===== src/rtl/pim_conv_pkg.sv =====
// Shared state type and width helpers for the bit-serial PIM dot-product sequencer.
package pim_conv_pkg;

   typedef enum logic [2:0] {IDLE, FEED, DRAIN, OUT, DONE} state_e;

   function automatic int unsigned clog2(input int unsigned value);
      int unsigned r;
      r = 0;
      while ((64'd1 << r) < 64'(value)) r++;
      return r;
   endfunction

   // Accumulator width covering sum over s of (2^adc_p-1)*(2^input_p-1) << s*ws_p.
   function automatic int unsigned acc_width(input int unsigned adc_p,
                                             input int unsigned input_p,
                                             input int unsigned w_slices,
                                             input int unsigned ws_p);
      return adc_p + input_p + (w_slices - 1) * ws_p + clog2(w_slices);
   endfunction

endpackage


===== src/rtl/pim_shift_acc.sv =====
// Shift-and-add accumulator for one crossbar column: weights each slice result by
// input bit position and slice significance; exposes the saturated value.
module pim_shift_acc #(
   parameter int unsigned W_SLICES = 2,
   parameter int unsigned ADC_P    = 4,
   parameter int unsigned WS_P     = 4,
   parameter int unsigned BW       = 4,
   parameter int unsigned ACC_W    = 17,
   parameter int unsigned OUT_P    = 16
) (
   input  logic                      clk,
   input  logic                      rst,
   input  logic [W_SLICES*ADC_P-1:0] i_res,
   input  logic [BW-1:0]             i_bit,
   input  logic                      i_clr,
   input  logic                      i_en,
   output logic [OUT_P-1:0]          o_sat
);

   logic [ACC_W-1:0] r_acc;
   logic [ACC_W-1:0] w_sum;
   logic             w_over;

   always_comb begin
      w_sum = '0;
      for (int s = 0; s < int'(W_SLICES); s++) begin
         w_sum = w_sum + (ACC_W'(i_res[s*ADC_P +: ADC_P]) << (int'(i_bit) + s * int'(WS_P)));
      end
   end

   always_ff @(posedge clk) begin
      if (!rst) begin
         r_acc <= '0;
      end else if (i_clr) begin
         r_acc <= '0;
      end else if (i_en) begin
         r_acc <= r_acc + w_sum;
      end
   end

   assign w_over = (r_acc >> OUT_P) != '0;
   assign o_sat  = w_over ? '1 : OUT_P'(r_acc);

endmodule


===== src/rtl/pim_conv_seq.sv =====
// Bit-serial PIM dot-product sequencer: streams a latched feature vector LSB-first into
// external weight-slice crossbars over a run of column addresses and emits one result each.
module pim_conv_seq
   import pim_conv_pkg::*;
#(
   parameter int unsigned INPUT_SIZE = 32,
   parameter int unsigned INPUT_P    = 8,
   parameter int unsigned W_SLICES   = 2,
   parameter int unsigned WS_P       = 4,
   parameter int unsigned DEPTH      = 32,
   parameter int unsigned ADC_P      = 4,
   parameter int unsigned OUT_P      = 16,
   localparam int unsigned AW        = clog2(DEPTH)
) (
   input  logic                          clk,
   input  logic                          rst,
   input  logic                          i_start,
   input  logic [INPUT_SIZE*INPUT_P-1:0] i_in_feature,
   input  logic [AW-1:0]                 i_addr_base,
   input  logic [AW:0]                   i_addr_cnt,
   output logic                          o_busy,
   output logic [INPUT_SIZE-1:0]         o_xbar_in,
   output logic [AW-1:0]                 o_xbar_addr,
   output logic                          o_xbar_en,
   input  logic [W_SLICES*ADC_P-1:0]     i_xbar_res,
   output logic [OUT_P-1:0]              o_out_data,
   output logic [AW-1:0]                 o_out_addr,
   output logic                          o_out_valid,
   input  logic                          i_out_ready,
   output logic                          o_done
);

   localparam int unsigned CW    = AW + 1;
   localparam int unsigned BW    = clog2(INPUT_P + 1);
   localparam int unsigned ACC_W = acc_width(ADC_P, INPUT_P, W_SLICES, WS_P);

   state_e                        r_state, w_state_nxt;
   logic [INPUT_SIZE*INPUT_P-1:0] r_feat;
   logic [AW-1:0]                 r_cur_addr;
   logic [CW-1:0]                 r_remaining;
   logic [BW-1:0]                 r_bit, r_bit_d;
   logic                          r_en_d, r_zero_done;
   logic                          w_load, w_next_addr, w_clr;
   logic [INPUT_SIZE-1:0]         w_plane;

   always_comb begin
      w_state_nxt = r_state;
      w_load      = 1'b0;
      w_next_addr = 1'b0;
      unique case (r_state)
         IDLE: begin
            if (i_start && (i_addr_cnt != '0)) begin
               w_load      = 1'b1;
               w_state_nxt = FEED;
            end
         end
         FEED:  if (r_bit == BW'(INPUT_P - 1)) w_state_nxt = DRAIN;
         DRAIN: w_state_nxt = OUT;
         OUT: begin
            if (i_out_ready) begin
               if (r_remaining > CW'(1)) begin
                  w_next_addr = 1'b1;
                  w_state_nxt = FEED;
               end else begin
                  w_state_nxt = DONE;
               end
            end
         end
         DONE:    w_state_nxt = IDLE;
         default: w_state_nxt = IDLE;
      endcase
   end

   assign w_clr = w_load | w_next_addr;

   always_ff @(posedge clk) begin
      if (!rst) begin
         r_state     <= IDLE;
         r_feat      <= '0;
         r_cur_addr  <= '0;
         r_remaining <= '0;
         r_bit       <= '0;
         r_bit_d     <= '0;
         r_en_d      <= 1'b0;
         r_zero_done <= 1'b0;
      end else begin
         r_state     <= w_state_nxt;
         r_zero_done <= (r_state == IDLE) && i_start && (i_addr_cnt == '0);
         // ADC result for a bit plane arrives one cycle after its strobe.
         r_en_d      <= (r_state == FEED);
         r_bit_d     <= r_bit;
         if (w_load) begin
            r_feat      <= i_in_feature;
            r_cur_addr  <= i_addr_base;
            r_remaining <= i_addr_cnt;
            r_bit       <= '0;
         end else if (w_next_addr) begin
            r_remaining <= r_remaining - CW'(1);
            r_cur_addr  <= (r_cur_addr == AW'(DEPTH - 1)) ? '0 : r_cur_addr + AW'(1);
            r_bit       <= '0;
         end else if (r_state == FEED) begin
            r_bit <= r_bit + BW'(1);
         end
      end
   end

   always_comb begin
      w_plane = '0;
      if (r_state == FEED) begin
         for (int i = 0; i < int'(INPUT_SIZE); i++) begin
            w_plane[i] = r_feat[i*int'(INPUT_P) + int'(r_bit)];
         end
      end
   end

   pim_shift_acc #(
      .W_SLICES (W_SLICES),
      .ADC_P    (ADC_P),
      .WS_P     (WS_P),
      .BW       (BW),
      .ACC_W    (ACC_W),
      .OUT_P    (OUT_P)
   ) u_acc (
      .clk   (clk),
      .rst   (rst),
      .i_res (i_xbar_res),
      .i_bit (r_bit_d),
      .i_clr (w_clr),
      .i_en  (r_en_d),
      .o_sat (o_out_data)
   );

   assign o_busy      = (r_state != IDLE);
   assign o_xbar_en   = (r_state == FEED);
   assign o_xbar_in   = w_plane;
   assign o_xbar_addr = r_cur_addr;
   assign o_out_valid = (r_state == OUT);
   assign o_out_addr  = r_cur_addr;
   assign o_done      = (r_state == DONE) | r_zero_done;

endmodule


===== config.mk =====
export PLATFORM = sky130hd
export DESIGN_NAME = pim_conv_seq
export DESIGN_NICKNAME = d
export VERILOG_FILES = /design/src/rtl/pim_conv_pkg.sv /design/src/rtl/pim_shift_acc.sv /design/src/rtl/pim_conv_seq.sv
export SDC_FILE = /design/constraint.sdc
export NUM_CORES = 1
export LEC_CHECK = 0
export BUFFER_PORTS_ARGS = -buffer_cell sky130_fd_sc_hd__buf_4
export CORE_UTILIZATION = 55
export DETAILED_ROUTE_END_ITERATION = 8
export MAX_ROUTING_LAYER = met4
export PLACE_DENSITY = 0.81
export SLEW_MARGIN = 20
export SYNTH_ARGS = -nofsm -noshare
export SYNTH_HDL_FRONTEND = slang
export SYNTH_SLANG_ARGS = --single-unit

===== constraint.sdc =====
create_clock -name clk -period 4.83 [get_ports clk]
set_clock_uncertainty 0.05 [all_clocks]
set_input_delay 0.966 -clock clk [delete_from_list [all_inputs] [get_ports clk]]
set_output_delay 0.966 -clock clk [all_outputs]
set_load 0.02 [all_outputs]

# --- Word level (Yosys, flattened, before mapping) ---
# Index checks and enable logic that the tools add are counted.
op_classes:
  addsub: 37
  magnitude_cmp: 33
  eq_ne: 9
  shift: 2
  muxes: 112
  n_bitwise: 3
  reduce_logical: 11
op_table:
  columns: ["cell", "count"]
  rows:
  - ["binary-select mux 1 bit (select 8 bit)", 31]
  - ["adder 8 x 4 -> 9 bit, first input constant", 16]
  - ["< comparator 9 bit, second input constant", 16]
  - ["< comparator 8 x 9 -> 1 bit, second input constant", 8]
  - ["2-to-1 mux 1 bit", 68]
  - ["adder 7 x 4 -> 8 bit, first input constant", 8]
  - ["< comparator 7 x 9 -> 1 bit, second input constant", 4]
  - ["adder 17 bit", 2]
  - ["2-to-1 mux 32 bit", 1]
  - ["left shift 4 x 32 -> 17 bit", 1]
  - ["adder 6 x 4 -> 7 bit, first input constant", 4]
  - ["< comparator 6 x 9 -> 1 bit, second input constant", 2]
  - ["left shift 4 x 4 -> 17 bit", 1]
  - ["2-to-1 mux 16 bit", 1]
  - ["2-to-1 mux 5 bit", 3]
  - ["adder 5 x 4 -> 6 bit, first input constant", 2]
  - ["2-to-1 mux 3 bit", 4]
  - ["2-to-1 mux 6 bit", 2]
  - ["one-hot mux 3 bit (4 select lines)", 1]
  - ["< comparator 4 x 9 -> 1 bit, second input constant", 1]
  - ["< comparator 5 x 9 -> 1 bit, second input constant", 1]
  - ["equality test 3 x 2 -> 1 bit, second input constant", 2]
  - ["> comparator 6 x 1 -> 1 bit, second input constant", 1]
  - ["zero test 6 bit", 1]
  - ["other kinds (22)", 26]
totals:
  ff_bits: 297
  output_inout_bits: 62
  elab_cells: 216

# --- Depth between registers and ports, before layout ---
# Gate-level depths: netlist (run 1).
depth:
  ltp_word: 6
  ltp_mapped: 17
  mapped_depth_nobuf: 16

# --- Cells and area by module ---
# Synthesis (run 1) repeated with hierarchy kept, for this count alone.
hier_totals:
  cells_unflattened: 1729
  area_unflattened_um2: 15188.3
modules_own_cells:
  columns: ["mod", "instances", "cells_each", "area_per_inst_um2", "seq_area_each_um2"]
  rows:
  - ["pim_conv_seq", 1, 1401, 12733.5, 5605.4]
  - ["pim_shift_acc", 1, 328, 2454.9, 340.3]

# --- Worst setup path before layout (run 1) ---
# OpenSTA, ideal clock, no wires.
synth_path:
  path_type: "input port to flip-flop"
  start: "input i_xbar_res[5]"
  end: "register u_acc.r_acc[15]"
  setup_time_ns: 0.145
  arrival_ns: 3.715
  t_required_ns: 4.635
  setup_slack_ns: 0.920
  cell_stages: 14
  n_path_buf: 0
  cell_sequence: "mux2_2 -> a22o_1 -> nand2_1 -> o21ai_0 -> and2_1 -> fa_1 -> ha_1 -> a21oi_1 -> o221ai_1 -> a41oi_1 -> o21ai_1 -> a21oi_1 -> mux2i_1 -> a211oi_1"
synth_between:
  elab_chain_cells: 3
synth_lines:
  columns: ["item", "line", "rtl"]
  rows:
  - ["from (decl)", "pim_conv_seq.sv:25", "input logic [W_SLICES*ADC_P-1:0] i_xbar_res,"]
  - ["left shift 4 x 32 -> 17 bit", "pim_shift_acc.sv:27", "w_sum = w_sum + (ACC_W'(i_res[s*ADC_P +: ADC_P]) << (int'(i_bit) + s * int'(WS_P)));"]
  - ["adder 17 bit", "pim_shift_acc.sv:27", null]
  - ["adder 17 bit", "pim_shift_acc.sv:37", "r_acc <= r_acc + w_sum;"]
  - ["to (signal assigned)", "pim_shift_acc.sv:37", null]
  - ["to (decl)", "pim_shift_acc.sv:20", "logic [ACC_W-1:0] r_acc;"]
# Every way passes these cells.
# A chain may end at the register's enable or synchronous reset.

# --- Worst setup path after layout (run 1) ---
layout_path:
  start: "register r_bit_d[1]"
  end: "register u_acc.r_acc[16]"
layout_between:
  elab_chain_cells: 4
layout_lines:
  columns: ["item", "line", "rtl"]
  rows:
  - ["from (decl)", "pim_conv_seq.sv:41", "logic [BW-1:0] r_bit, r_bit_d;"]
  - ["from (signal assigned)", "pim_conv_seq.sv:91", "r_bit_d <= r_bit;"]
  - ["adder 4 x 3 -> 5 bit", "pim_shift_acc.sv:27", null]
  - ["left shift 4 x 32 -> 17 bit", "pim_shift_acc.sv:27", null]
  - ["adder 17 bit *", "pim_shift_acc.sv:27", null]
  - ["adder 17 bit *", "pim_shift_acc.sv:37", null]
# Mark *: on every way between the ends. The rest lies on a longest branch, timed or not.

==> metrics, run 1 <==
status finished, final reports clean; complex-gate fraction of the synthesized area between 10% and 20%; sequential element share of the synthesized area roughly two fifths; final worst path period share 85.3%; share of cells above drive strength 1 24.6%; most used cell, CP o21ai_1; Pint between 4000 and 5000 uW; Die ar. about 0.028 mm^2; I/O pins 341; CTS tree done; Placement Cell Area 0.0175 mm^2; Syn Inst Count roughly 1700; ANT nets after route 0; main combinational cell family by area after synthesis simple AND/OR/NAND/NOR gates; Synth top area share 39.7%; Root Driver clkbuf_16; gr usage total a little under a third; WHS Path Cells 2; 1st-pass router iterations 8; Synth warnings 0; vias per cell around 5.7; die width about 170 um; Clk pwr share about two fifths; crit path capture type flop; fill count 2125; Slew Limit Fails 0; Post-synth EDFFs 0; Synth Net Count 2020; Routed wire per std cell approximately 18 um; Synth area leaders dfxtp_1 40%, nand2_1 14%, mux4_1 8.6%; Synth async-reset ratio 0%; area leader, netlist dfxtp_1; # setup viols final 0; die height roughly 170 um; Final Hold Fails 0; largest net degree at the start of global routing 158; post-synthesis mux area share between 15 and 20%; WHS Endpoint r_feat[48]$_SDFFE_PN0P_; setup TNS 0 ns; Clock Path Buffers 3; most common cell after layout, fill and taps aside nand2_1; type of the worst min-delay path reg2reg; synthesized area per cell 8.79 um^2; via count ~13000; Slowest-stage cell, CP dfxtp_1; nets between 2000 and 2500; HP Start r_feat[48]$_SDFFE_PN0P_; global-route wire length before repair roughly 66000 um; number of global-route vias before repair roughly 13000; estimated wirelength of the detail-placed design 28500 um; Final Cell Area between 0.015 and 0.02 mm^2; H-tree levels 2; Synth Register Bits approximately 300; R2R Path End u_acc.r_acc[16]$_SDFFE_PP0P_; most common flop cell mapped by yosys dfxtp_1; CTS buffer count 34; Core Box Area around 0.027 mm^2; Routed WL just over 40000 um; R2R Setup Slk 0.71 ns; post-CTS sizing 0; initial antenna violation count 1; clk sinks ~300; leakage power around 0.0079 uW; Max-cap violations 0; Cell Area, Synth around 0.015 mm^2; share of total power in combinational logic around 14%; worst r2r src r_bit_d[1]$_SDFF_PN0_; startpoint types flop; worst vdd ir between 0.0002 and 0.00025 V; Synth Area in XOR/XNOR about 1.2%; minimum clock period 4.12 ns; Hold Buf Count CTS 0; critical path data arrival time about 4.5 ns; Psw 1520 uW; setup bufs post-CTS 0; IO Port Bufs 340; simple logic cell fraction of the synthesized area between 15 and 20%; Critical Path Start r_bit_d[1]$_SDFF_PN0_; remaining routing DRC violations 0; actual slew at the worst max-slew pin roughly 1.1 ns; most frequent cells in the layout 545 x nand2_1, 354 x buf_4, 293 x dfxtp_1; Synth-to-Final Area Change 24.0%; row count 60; gr ovfl total 0; power density over cell area approximately 320 mW/mm^2; Crit Path Max Fanout 14; Highest Clock Rate 0.243 GHz; post-synthesis adder-cell area fraction 4.03%; CP required about 5.2 ns; Synth cell types 58; Reg clk slew, reported paths roughly 0.05 ns; Reg power frac ~45%; Crit Path Category reg2reg; Initial DRC Count approximately 1100; cells along the critical path mux2_2, a22o_1, nand2_1, o21ai_0, and2_1, fa_1, ha_1, o211ai_1, o21ai_1, o21ai_1, a21oi_1, a41oi_1, xnor2_1, a211oi_1; Skew-Pair Late Insertion Delay 0.50 ns; GPL Wtd Cong 0.864; max_slew headroom roughly a quarter; unrepaired setup endpoints after global routing no; switching share of power 25.3%; initial core utilization 55.9%; R2R cell count 14; CP max stage delay 0.62 ns
==> critical path: cells and delay by family (launching register included) <==
kind            cells  cell delay (ns)
fa+ha+maj           2             0.83
flops               1             0.62
mux                 1             0.40
compound gates      8             1.67
simple gates        2             0.28
xor+xnor            1             0.15
==> power by group through the flow <==
stage	Sequential, uW	Clock [uW]	Combinational [uW]
detailed placement	2730	0	862
CTS	2680	2510	867
global route	2690	2620	950
global placement	2720	0	848
finish	2680	2470	865
floorplan	2690	0	556
==> state kept, by name, indices dropped and copies added, names as in the netlist, 3 cells and up <==
signal and flops:
r_feat 256, u_acc.r_acc 17, r_remaining 6, o_out_addr 5, r_bit 4, r_bit_d 4, r_state 3
==> cells in the mapped netlist (3+ instances only) <==
master    number
nand2_1      546
dfxtp_1      297
a21oi_1      249
clkbuf_1      76
nor2_1        52
mux4_1        49
mux4_2        47
and2_1        45
inv_1         39
buf_2         33
a21boi_0      31
ha_1          21
or2_2         21
mux2i_1       19
fa_1          17
nor3_1        14
nand3_1       13
xnor2_1       13
buf_1         12
buf_4          9
a211oi_1       7
a21o_1         7
o21ai_0        7
xor2_1         7
nor2b_1        6
and3_1         5
nand2b_1       5
a31oi_1        4
o21ai_1        4
a311oi_1       3
buf_12         3
mux2_2         3
nor3b_1        3
o211ai_1       3
==> stage by stage <==
stage	hold slack, ns	util (%)	power (uW)	setup WS (ns)	std cells
5_1_grt	0.413	69.3	6260	0.311	2325
4_1_cts	0.402	69.3	6060	0.728	2324
3_3_place_gp	0.388	65.3	3570	0.402	2265
3_5_place_dp	0.394	65.3	3590	0.351	2265
6_report	0.401	69.3	6020	0.711	2325
2_1_floorplan	0.382	-	3250	0.920	1703
==> area by class of cell <==
type | instances | area (um^2) | area share (%)
inverter | 40 | 155 | 0.835
multi-input combinational | 1230 | 8240 | 44.4
antenna | 1 | 2.50 | 0.0135
sequential | 297 | 5960 | 32.1
clock buffer | 52 | 998 | 5.38
timing repair buffer | 357 | 2720 | 14.6
tap | 341 | 427 | 2.30
clock inverter | 7 | 78.8 | 0.424
==> cell families (layout without fill, tap and decap cells) <==
family | count (synthesis) | count (layout)
adder cells (fa/ha/maj) | 38 | 38
multiplexers | 119 | 119
AND/OR/NAND/NOR | 719 | 719
AO/OA/AOI/OAI | 334 | 334
flip-flops | 297 | 297
other | 0 | 1
XOR/XNOR | 20 | 20
buffers and inverters | 176 | 456
==> layer usage <==
| layer | GRT usage (%) | share of wire (%) | vias to the layer above |
|---|---|---|---|
| met2 | 49.7 | 49 | 495 |
| met1 | 35.8 | 39 | 6284 |
| met4 | 12.6 | 4.2 | 0 |
| met3 | 6.51 | 7.6 | 116 |
| met5 | - | 0 | - |
| li1 | - | - | 6347 |
==> worst max-delay path by stage <==
| stage | endpoint | slack (ns) | cells after the start |
|---|---|---|---|
| floorplan | u_acc.r_acc[15]$_SDFFE_PP0P_ | 0.92 | 14 |
| global placement | u_acc.r_acc[15]$_SDFFE_PP0P_ | 0.40 | 14 |
| CTS | u_acc.r_acc[15]$_SDFFE_PP0P_ | 0.73 | 13 |
| detailed placement | u_acc.r_acc[15]$_SDFFE_PP0P_ | 0.35 | 14 |
| global route | u_acc.r_acc[15]$_SDFFE_PP0P_ | 0.31 | 13 |
| finish | u_acc.r_acc[16]$_SDFFE_PP0P_ | 0.71 | 14 |
Note: power is estimated with default switching activity, not from simulation.
==> inputs of run 2 (changes only) <==
- CORE_ASPECT_RATIO: default -> 1.5
- CORE_MARGIN: default -> 4
==> run 2 against run 1 <==
Net effect:
- first-iteration DRC count decreased by 27%
- clock power about the same
- flip-flop and latch count is the same
- combinational power rose by 0.6%
- non-clock buffer count is 5 lower
- register-to-register slack worse by 0.13 ns
- worst setup slack worse by 0.13 ns
- worst hold slack got worse by 0.0021 ns
- global-route usage decreased by 2.0 points
- die area up 7.5%
- critical path depth fell by 9
- critical endpoint is now o_xbar_in[30]
==> metrics, run 2 (synthesis gave the netlist of run 1 again) <==
H-tree levels 1 (-1); startpoint types flop; share of cells above drive strength 1 24.7% (+0.099 points); GPL Wtd Cong 0.887 (+2.7%); via count 13100 (-1.1%); # setup viols final 0 (unchanged); Max-cap violations 0 (unchanged); max FFs per register 256 (unchanged); Final Cell Area 0.0186 mm^2 (about the same); 1st-pass router iterations 5 (-3); most frequent cells in the layout 545 x nand2_1, 346 x buf_4, 293 x dfxtp_1; Post-Place Setup Slack 0.281 ns (-0.0697 ns); worst vdd ir 0.000352 V (+44%); minimum clock period 4.25 ns (+0.131 ns); crit path capture type primary output; Slew Limit Fails 0 (unchanged); Routed WL 42400 um (+3.0%); CP max stage delay 0.76 ns (+0.14 ns); Core Box Area 0.0267 mm^2 (-0.49%); largest net degree at the start of global routing 259 (+64%); Routed wire per std cell 18.3 um (+3.4%); CTS buffer count 30 (-12%); initial antenna violation count 3 (+2); gr ovfl total 0 (unchanged); most common cell after layout, fill and taps aside nand2_1; number of global-route vias before repair 13400 (+3.7%); final worst path period share 88.0% (+2.7 points); Slowest-stage cell, CP dfxtp_4; CP required 3.81 ns (-1.38 ns); worst setup margin 0.580 ns (-0.131 ns); biggest regs r_feat (256), u_acc.r_acc (17), r_remaining (6); CP top delay family multiplexers; Crit Path Max Fanout 32 (+18); nets 2268 (-0.40%); type of the worst min-delay path reg2reg; unrepaired setup endpoints after global routing no; max_slew headroom 19.8% (-4.3 points); global-route wire length before repair 66200 um (+1.1%); ANT nets after route 0 (unchanged); Final Hold Fails 0 (unchanged); IO Port Bufs 340 (unchanged); gr usage total 28.2% (-2.0 points); Reg clk slew, reported paths 0.06 ns (about the same); setup TNS 0 ns (unchanged); hold_ws 0.399 ns (-0.00207 ns); Crit Path Category reg2out; Die ar. 0.0300 mm^2 (+7.5%); Hold Buf Count CTS 0 (unchanged); critical path data arrival time 3.23 ns (-1.24 ns); Placement Cell Area 0.0175 mm^2 (about the same); cells along the critical path buf_4, mux4_1, mux4_1, and2_1, buf_4; setup bufs post-CTS 0 (unchanged); Skew-Pair Late Insertion Delay 0.58 ns (+0.08 ns); remaining routing DRC violations 0 (unchanged); Biggest register r_feat; actual slew at the worst max-slew pin 1.20 ns (+0.0667 ns); post-CTS sizing 0 (unchanged); estimated wirelength of the detail-placed design 29700 um (+4.4%); status finished, final reports clean; die width 143 um (-15%); Root Driver clkbuf_16; Clock Path Buffers 3 (unchanged); row count 73 (+22%); power density over cell area 325 mW/mm^2 (+0.23%); I/O pins 341 (unchanged); Highest Clock Rate 0.235 GHz (-3.1%); die height 210 um (+26%); leakage power 0.00784 uW (-0.29%); Synth-to-Final Area Change 24.1% (about the same); Initial DRC Count 786 (-27%); R2R Setup Slk 0.58 ns (-0.13 ns); initial core utilization 56.1% (+0.27 points); vias per cell 5.66 (-0.64%); CP Buf/Inv Count 2 (+2); clk sinks 297 (unchanged); CTS tree done
## run 2: changes by cell type in the layout (fill, tap and decap cells not counted), moves of 3 or more
cell        previous run  this run
buf_12                 3         6
buf_4                354       346
bufinv_16              1         4
clkbuf_1              10         2
clkbuf_16             34        30
clkinvlp_4             0         5
## run 2: final timing paths
kind / endpoint / startpoint / depth (start not counted)
max: o_xbar_in[30] / r_bit[0]$_SDFFE_PP0P_ / 5
min: r_feat[53]$_SDFFE_PN0P_ / r_feat[53]$_SDFFE_PN0P_ / 2
max reg2reg: u_acc.r_acc[15]$_SDFFE_PP0P_ / r_bit_d[1]$_SDFF_PN0_ / 13
min reg2reg: r_feat[53]$_SDFFE_PN0P_ / r_feat[53]$_SDFFE_PN0P_ / 2
## run 2: worst reg2reg max path: cells and delay by family (launching register included)
family                     cells  cell delay (ns)
DFF                            1             0.65
and+or+nand+nor                1             0.22
muxes                          2             0.39
buffers and inverters          1             0.07
AOI/OAI and AO/OA              7             1.69
adders and majority gates      2             1.01
## run 2: layer usage
layer  track usage (%)  share of wire [%]
met1              31.1                 36
met2              49.5                 53
met3              4.13                6.0
met4              13.5                5.0
met5                 -                  0
## run 2: through the flow
stage | std cells | total power (uW) | util, %
floorplan | 1703 | 3250 | -
global placement | 2256 | 3580 | 65.6
detailed placement | 2256 | 3600 | 65.6
CTS | 2312 | 6080 | 69.6
global route | 2315 | 6280 | 69.7
finish | 2315 | 6040 | 69.7
## run 2: final cells by class
cell class,instances,area [um^2]
multi-input combinational,1230,8240
inverter,40,155
antenna,3,7.51
tap,337,422
clock inverter,18,246
sequential,297,5960
timing repair buffer,352,2720
fill,2081,8090
clock buffer,38,841
## run 2: where the power goes
group          leakage (uW)  switching [uW]  internal (uW)
logic               0.00488             440            430
clock network      0.000521            1020           1460
registers           0.00244            98.1           2590
==> inputs of run 3 (changes only) <==
--- a/config.mk
+++ b/config.mk
@@ -13,6 +13,8 @@
 export MAX_ROUTING_LAYER = met4
 export PLACE_DENSITY = 0.81
+export SETUP_SLACK_MARGIN = 0.2
 export SLEW_MARGIN = 20
 export SYNTH_ARGS = -nofsm -noshare
 export SYNTH_HDL_FRONTEND = slang
+export SYNTH_HIERARCHICAL = 1
 export SYNTH_SLANG_ARGS = --single-unit
--- a/constraint.sdc
+++ b/constraint.sdc
@@ -3,3 +3,3 @@
 set_input_delay 0.966 -clock clk [delete_from_list [all_inputs] [get_ports clk]]
 set_output_delay 0.966 -clock clk [all_outputs]
-set_load 0.02 [all_outputs]
+set_load 0.1 [all_outputs]
==> run 3 against run 2 <==
Net effect:
- sequential share of layout area decreased by 0.18 points
- clock power decreased by 13%
- global-route usage about the same
- worst setup slack improved by 0.082 ns
- routed wire length increased by 0.18%
- cell area increased by 0.55%
- via count increased by 0.54%
- fmax increased by 2.0%
- first-iteration DRC count increased by 5.2%
- critical path depth increased by 9
- worst hold slack improved by 0.0019 ns
- critical endpoint is now u_acc/r_acc[15]$_SDFFE_PP0P_
- largest cell class unchanged
- highest routed layer unchanged
==> metrics, run 3 <==
Synth async-reset ratio 0% (unchanged); Synth area leaders dfxtp_1 39%, nand2_1 14%, a21boi_1 11%; initial antenna violation count 0 (-3); Synth Net Count 2046 (+1.3%); Slowest-stage cell, CP dfxtp_1; biggest regs r_feat (256), u_acc/r_acc (17), r_remaining (6); synthesized area per cell 8.78 um^2 (about the same); Biggest register r_feat; CTS tree done; IO Port Bufs 340 (unchanged); critical path data arrival time 4.56 ns (+1.33 ns); most common cell after layout, fill and taps aside nand2_1; most frequent cells in the layout 552 x nand2_1, 351 x buf_4, 294 x dfxtp_1; 1st-pass router iterations 7 (+2); nets 2300 (+1.4%); Synth-to-Final Area Change 23.0%; Core Box Area 0.0272 mm^2 (+2.1%); Post-synth top cells 553 x nand2_1, 297 x dfxtp_1, 214 x a21boi_1, 64 x clkbuf_1, 64 x mux4_2; max FFs per register 256 (unchanged); CP top delay family simple AND/OR/NAND/NOR gates; unrepaired setup endpoints after global routing no; number of global-route vias before repair 13300 (-0.79%); Synth Register Bits 297 (unchanged); cells along the critical path mux2i_1, or2_2, or2_2, fa_1, inv_1, ha_1, inv_1, fa_1, and2b_1, o2111ai_2, a21o_1, a211oi_1, o2111ai_1, and4_1; fill count 2236 (+7.4%); minimum clock period 4.17 ns (-0.0816 ns); CTS buffer count 28 (-6.7%); startpoint types flop; CP required 5.22 ns (+1.41 ns); Routed wire per std cell 18.1 um (-1.1%); count leader, synth nand2_1; H-tree levels 1 (unchanged); Placement Cell Area 0.0178 mm^2 (+1.7%); worst vdd ir 0.000298 V (-15%); clk sinks 297 (unchanged); Die ar. 0.0304 mm^2 (+1.4%); ANT cells 0 (-3); Synth top area share 39.1% (-0.56 points); sequential element share of the synthesized area 39.1% (-0.56 points); Final Hold Fails 0 (unchanged); Reg clk slew, reported paths 0.07 ns (about the same); Root Driver clkbuf_16; via count 13200 (+0.54%); I/O pins 341 (unchanged); gr usage total 28.2% (about the same); die width 144 um (+0.67%); Skew-Pair Late Insertion Delay 0.55 ns (-0.03 ns); Crit Path Max Fanout 15 (-53%); total power 5840 uW (-3.3%); Clock Path Buffers 3 (unchanged); remaining routing DRC violations 0 (unchanged); most common flop cell mapped by yosys dfxtp_1; post-CTS sizing 0 (unchanged); Routed WL 42500 um (+0.18%); crit path capture type flop; Syn Inst Count 1729 (+1.5%); power density over cell area 313 mW/mm^2 (-3.8%); setup TNS 0 ns (unchanged); Slew Limit Fails 0 (unchanged); row count 74 (+1.4%); Max-cap violations 0 (unchanged); vias per cell 5.62 (-0.74%); Synth warnings 6 (+6); largest net degree at the start of global routing 233 (-10%); Initial DRC Count 827 (+5.2%); CP max stage delay 0.69 ns (-0.07 ns); area leader, netlist dfxtp_1; die height 212 um (+0.69%); leakage power 0.00767 uW (-2.2%); Highest Clock Rate 0.240 GHz (+2.0%); ANT nets after route 0 (unchanged); Crit Path Category reg2reg; # setup viols final 0 (unchanged); Final Cell Area 0.0187 mm^2 (+0.55%); Post-synth EDFFs 0 (unchanged); max_slew headroom 26.9% (+7.1 points); GPL Wtd Cong 0.912 (+2.8%); final worst path period share 86.3% (-1.7 points); gr ovfl total 0 (unchanged); Synth cell types 66 (+14%); setup bufs post-CTS 0 (unchanged); actual slew at the worst max-slew pin 1.10 ns (-0.107 ns); CP Buf/Inv Count 2 (unchanged); Cell Area, Synth 0.0152 mm^2 (+1.4%); status finished, final reports clean; global-route wire length before repair 66700 um (+0.71%); share of cells above drive strength 1 25.5% (+0.85 points); estimated wirelength of the detail-placed design 30500 um (+2.7%); Hold Buf Count CTS 0 (unchanged); initial core utilization 55.8% (-0.35 points); type of the worst min-delay path reg2reg
## run 3: cell count changes after synthesis, moves of 22 or more
cell      before  now
a21boi_1       0  214
a21oi_1      249   22
and2_1        45    5
mux2i_1       19   48
mux4_1        49    0
nor2_1        52   30
o22ai_1        2   37
## run 3: final cells by class
cell class                 instances  area [um^2]  share of cell area, %
tap                              342          428                   2.29
clock inverter                     8         50.0                  0.268
clock buffer                      42          855                   4.57
inverter                          54          203                   1.08
multi-input combinational       1245         8450                   45.2
timing repair buffer             357         2750                   14.7
sequential                       297         5950                   31.9
## run 3: cells by family (layout without fill, tap and decap cells)
family	after synthesis	after routing	synth area share, %
flip-flops	297	297	39.1
adder cells (fa/ha/maj)	38	38	3.97
multiplexers	117	117	13.1
AO/OA/AOI/OAI	391	391	18.6
buffers and inverters	187	461	5.51
AND/OR/NAND/NOR	683	683	18.8
XOR/XNOR	16	16	0.923
## run 3: worst register-to-register path: cells and delay by family, from the launching register on
| kind | cells | cell delay (ns) |
|---|---|---|
| buffers and inverters | 2 | 0.14 |
| DFF | 1 | 0.69 |
| muxes | 1 | 0.19 |
| adders and majority gates | 3 | 1.02 |
| and+or+nand+nor | 4 | 1.09 |
| AOI/OAI and AO/OA | 4 | 0.90 |
## run 3: final timing paths
kind	depth (start not counted)	endpoint	slack, ns	startpoint
min	2	r_feat[3]$_SDFFE_PN0P_	0.40	r_feat[3]$_SDFFE_PN0P_
max reg2reg	14	u_acc/r_acc[15]$_SDFFE_PP0P_	0.66	r_bit_d[0]$_SDFF_PN0_
min reg2reg	2	r_feat[3]$_SDFFE_PN0P_	0.40	r_feat[3]$_SDFFE_PN0P_
max	14	u_acc/r_acc[15]$_SDFFE_PP0P_	0.66	r_bit_d[0]$_SDFF_PN0_
## run 3: power by group
group	leakage [uW]	internal, uW	switching (uW)	total [uW]
registers	0.00244	2590	86.7	2670
logic	0.00479	436	586	1020
clock network	0.000437	1220	928	2150
## run 3: metal layers
layer	vias up	global-route usage [%]	wire, um
li1	6383	-	-
met1	6282	31.2	15700
met2	389	49.3	22200
met3	118	4.16	2360
met4	0	13.6	2160
met5	-	-	0
## run 3: metrics by stage
stage | hold slack (ns) | setup slack [ns] | cells | util, %
final | 0.401 | 0.662 | 2345 | 68.6
after global routing | 0.417 | 0.427 | 2345 | 68.6
after CTS | 0.401 | 0.703 | 2345 | 68.6
after detailed placement | 0.392 | 0.427 | 2295 | 65.3
after global placement | 0.387 | 0.480 | 2295 | 65.3
after floorplan | 0.382 | -0.208 | 1729 | -
